===== src/rtl/bitwise_logic_iter.sv =====
// bitwise_logic_iter
// Multi-cycle bitwise logic unit. Applies AND, OR, XOR or NOR to two
// WIDTH-bit operands, CHUNK bits per clock, lowest slice first. A start
// pulse latches the operands and the operation. busy stays high while the
// slices are worked through. done pulses for one cycle when the registered
// result and the zero flag have just been updated.
//
// Ports:
//   clock    in   1      rising-edge clock
//   reset    in   1      synchronous, active-low reset
//   start    in   1      request a new operation (only looked at while idle)
//   op       in   2      00 AND, 01 OR, 10 XOR, 11 NOR
//   input_a  in   WIDTH  operand A
//   input_b  in   WIDTH  operand B
//   busy     out  1      high while an operation is running
//   done     out  1      one-cycle pulse: out/zero were just updated
//   out      out  WIDTH  result of the last completed operation
//   zero     out  1      out == 0
module bitwise_logic_iter #(
   parameter int WIDTH = 32,
   parameter int CHUNK = 8
) (
   input  logic             clock,
   input  logic             reset,
   input  logic             start,
   input  logic [1:0]       op,
   input  logic [WIDTH-1:0] input_a,
   input  logic [WIDTH-1:0] input_b,
   output logic             busy,
   output logic             done,
   output logic [WIDTH-1:0] out,
   output logic             zero
);

   localparam int NCHUNK = WIDTH / CHUNK;
   localparam int CW     = (NCHUNK > 1) ? $clog2(NCHUNK) : 1;
   localparam logic [CW-1:0] LAST = CW'(NCHUNK - 1);

   typedef enum logic {
      IDLE = 1'b0,
      RUN  = 1'b1
   } state_t;

   state_t           state;
   logic [CW-1:0]    count;
   logic [WIDTH-1:0] a_lat;
   logic [WIDTH-1:0] b_lat;
   logic [1:0]       op_lat;
   logic [WIDTH-1:0] scratch;
   logic [WIDTH-1:0] scratch_next;
   logic [CHUNK-1:0] slice_a;
   logic [CHUNK-1:0] slice_b;
   logic [CHUNK-1:0] slice_r;

   // Pick the operand slice addressed by count. Written as a mux over
   // constant slice positions so only CHUNK bits of logic do the real work.
   always_comb begin
      slice_a = '0;
      slice_b = '0;
      for (int i = 0; i < NCHUNK; i++) begin
         if (count == CW'(i)) begin
            slice_a = a_lat[i*CHUNK +: CHUNK];
            slice_b = b_lat[i*CHUNK +: CHUNK];
         end
      end
   end

   // The one CHUNK-wide logic unit shared by every slice.
   always_comb begin
      case (op_lat)
         2'b00:   slice_r = slice_a & slice_b;
         2'b01:   slice_r = slice_a | slice_b;
         2'b10:   slice_r = slice_a ^ slice_b;
         default: slice_r = ~(slice_a | slice_b);
      endcase
   end

   // Merge the freshly computed slice into the scratch result. On the last
   // slice this value is what gets published to out in the same edge.
   always_comb begin
      scratch_next = scratch;
      for (int i = 0; i < NCHUNK; i++) begin
         if (count == CW'(i)) begin
            scratch_next[i*CHUNK +: CHUNK] = slice_r;
         end
      end
   end

   // Control FSM and all registered outputs. out and zero move only on
   // completion or reset, so partial results never leak out. done defaults
   // low every cycle so it can only ever be a single-cycle pulse.
   always_ff @(posedge clock) begin
      if (!reset) begin
         state   <= IDLE;
         busy    <= 1'b0;
         done    <= 1'b0;
         out     <= '0;
         zero    <= 1'b1;
         count   <= '0;
         a_lat   <= '0;
         b_lat   <= '0;
         op_lat  <= 2'b00;
         scratch <= '0;
      end else begin
         done <= 1'b0;
         case (state)
            IDLE: begin
               if (start) begin
                  a_lat   <= input_a;
                  b_lat   <= input_b;
                  op_lat  <= op;
                  scratch <= '0;
                  count   <= '0;
                  busy    <= 1'b1;
                  state   <= RUN;
               end
            end
            RUN: begin
               scratch <= scratch_next;
               if (count == LAST) begin
                  out   <= scratch_next;
                  zero  <= (scratch_next == '0);
                  done  <= 1'b1;
                  busy  <= 1'b0;
                  count <= '0;
                  state <= IDLE;
               end else begin
                  count <= count + 1'b1;
               end
            end
         endcase
      end
   end

endmodule


===== config.mk =====
export PLATFORM = sky130hd
export DESIGN_NAME = bitwise_logic_iter
export DESIGN_NICKNAME = d
export VERILOG_FILES = /design/src/rtl/bitwise_logic_iter.sv
export SDC_FILE = /design/constraint.sdc
export NUM_CORES = 1
export LEC_CHECK = 0
export ABC_CLOCK_PERIOD_IN_PS = 7300
export CELL_PAD_IN_SITES_DETAIL_PLACEMENT = 0
export CELL_PAD_IN_SITES_GLOBAL_PLACEMENT = 1
export CORE_ASPECT_RATIO = 1.1
export CORE_UTILIZATION = 43
export CTS_BUF_LIST = sky130_fd_sc_hd__clkbuf_8 sky130_fd_sc_hd__clkbuf_16
export CTS_CLUSTER_SIZE = 30
export DETAILED_ROUTE_END_ITERATION = 7
export PLACE_DENSITY = 0.95
export SLEW_MARGIN = 5
export SYNTH_ARGS = -nofsm -noshare
export SYNTH_HDL_FRONTEND = slang
export SYNTH_SLANG_ARGS = --single-unit

===== constraint.sdc =====
create_clock -name clock -period 7.3 [get_ports clock]
set_input_delay 1.46 -clock clock [delete_from_list [all_inputs] [get_ports clock]]
set_output_delay 1.46 -clock clock [all_outputs]
set_load 0.02 [all_outputs]

==> metrics.yaml <==
run_status: "complete, no violations"
n_antenna_cell: 0
grt_overflow: 0
fmax_mhz: 278
crit_chain: "inv_1, ha_1, buf_4, nand3b_1, a21oi_1, a21oi_1, nor2_1, a21oi_1, inv_1, ha_1, o211ai_1, a31oi_1, a211oi_2, nand4_1, o31ai_1"
ys_seq_area_share_pct: 39.8
crit_top_cell: "a21oi_1"
cts_resized: 0
yosysTopAreaCell: "dfxtp_1"
syn_nets: 956
grt_use_total_pct: 22.6
drive_gt1_share_pct: 5.11
finalMaxSlewViolations: 0
hpwl_microns: 12100
critPathKind: "reg2reg"
rsz0062_at_grt: "false"
die_w_microns: 121
period_needed_ns: 3.59
dr.pass1.iters: 5
grt_max_degree: 85
final.period_utilization_pct: 49.2
cts.sinks: 134
worst_pin_slew_ns: 0.771
drt_first_iter_violations: 423
ys.flop_type: "dfxtp_1"
rows: 47
holdWs_ns: 0.460
layout_common_cells: "194 x nand2_1, 134 x dfxtp_1, 102 x clkdlybuf4s50_1"
setup.worst_path.end_class: "flop"
seqCellArea_sq_um: 2680
avgSynthCellArea_sq_um: 7.78
fill_cells: 1488
final_hold_viol_count: 0
multiInputGateArea_sq_um: 3680
drt-total-wl_microns: 17700
grt_pass1_wl_microns: 28700
path_buf_inv: 3
area_growth_pct: 23.6
cts.path.max_buffers: 2
leakagePower_nw: 3.12
io_pins: 104
power_density_nw_per_um2: 214
clock_skew_ns: 0.00764
ys_ff_latch: 134
slew_headroom_pct: 48.1
post-cts-setup-buffer-count: 0
layout_commonest_cell: "nand2_1"
h-tree-depth: 4
worstSkewPairLatency_ns: 0.43
synth_cells: 867
via_count: 6087
maxCapViolCount: 0
portBuffers: 103
die_height_microns: 133
cp_slowest_cell: "ha_1"
drtAntennaViolNets: 0
synth-edff-count: 0
via_per_inst: 5.36
arrival_ns: 3.92
cts-root-buf: "clkbuf_16"
ir_drop_v: 0.000150
cp-start-kind: "flop"
hold_class: "reg2reg"
yosys_warnings: 0
clk_pin_slew_worst_paths_ns: 0.06
place.gp.congestion: 0.886
crit_family: "compound AO/OA/AOI/OAI gates"
numCtsBuffers: 17
cp_max_fo: 28
syn_area_sq_um: 6740
setup-tns-final_ns: 0
critPathRequiredTime_ns: 7.63
synth_top_area_share_pct: 39.8
core_area_sq_um: 15200
grt_pass1_vias: 5728
floorplan.initialDensity_pct: 44.4
finalSetupViolCount: 0
drcViolationCount: 0
avgRoutedWirePerCell_microns: 15.6
tritoncts: "built"
cpPeakStageDelay_ns: 0.48
cts_hold_buf: 0
synthTopCellsByArea: "dfxtp_1 40%, nand2_1 11%, a21boi_0 9.8%, a21oi_1 4.5%, ha_1 3.7%"
antenna_found_initial: 0
fin_nets: 1016
yosysUniqueCellTypes: 50
die_area_sq_um: 16200
synthArstFlopShare_pct: 0
metrics by stage:
step	instance area [sq um]	power [mW]	worst slack (ns)	instances	util [%]
5_1_grt	8340	1.86	3.44	1136	54.9
4_1_cts	8340	1.79	3.72	1136	54.9
3_3_place_gp	7810	1.04	3.76	1104	51.5
2_1_floorplan	6740	0.950	4.29	867	-
3_5_place_dp	7810	1.04	3.72	1104	51.5
6_report	8340	1.79	3.71	1136	54.9
cell families after synthesis:
logic type	count (synthesis)	share of synthesized area, %
AND/OR/NAND/NOR	361	24.9
AO/OA/AOI/OAI	246	24.6
flip-flops	134	39.8
buffers and inverters	98	5.81
adder cells (fa/ha/maj)	20	3.71
multiplexers	8	1.22
flip-flops by register name, summed over array words and instances (netlist names):
| name | flops |
|---|---|
| scratch | 30 |
| b_lat | 32 |
| a_lat | 32 |
| busy | 1 |
| out | 32 |
| zero | 1 |
| count | 2 |
| state | 1 |
| done | 1 |
| op_lat | 2 |
cell usage after synthesis (all sizes together) (3+ instances only):
cell / count
mux2i: 6
nor2b: 36
nand3: 11
a211oi: 15
ha: 20
a21boi: 88
nor3b: 5
o211a: 4
nand3b: 16
nor2: 45
a31oi: 3
nor3: 13
dfxtp: 134
buf: 25
o21ai: 23
or3: 4
o211ai: 5
nand2: 194
nand2b: 7
nand4: 4
clkbuf: 47
and2: 10
a21oi: 61
inv: 26
a22oi: 21
a21o: 14
nor4: 7
worst min-delay path, cell delays in order, from the launching register on:
cell and delay (ns):
dfxtp_1 0.30, nand2_1 0.05, a21boi_0 0.06
path summary, 6_finish.rpt:
path | startpoint | to | slack [ns] | cells past startpoint
worst min-delay path | out[6] | out[6] | 0.46 | 2
worst max-delay path | count[0] | zero | 3.71 | 15
worst min register to register | out[6] | out[6] | 0.46 | 2
worst max register to register | count[0] | zero | 3.71 | 15
routing by layer:
metal	vias up	wire length [microns]	global-route usage (%)
met5	-	0	0
met4	0	456	9.60
met3	36	896	5.05
met2	177	8380	36.7
met1	2798	7970	28.7
li1	3076	-	-
area by class of cell:
class	count	share of cell area, %
clock buffer	18	5.27
multi-input combinational	635	44.2
inverter	26	1.17
clock inverter	14	1.07
sequential	134	32.2
tap	196	2.94
timing repair buffer	113	13.2
power by group:
group          internal (mW)  switching, mW  total, mW
Clock                  0.437          0.324      0.761
Sequential             0.757         0.0182      0.775
Combinational          0.108          0.142      0.250
Note: power is estimated with default switching activity, not from simulation.
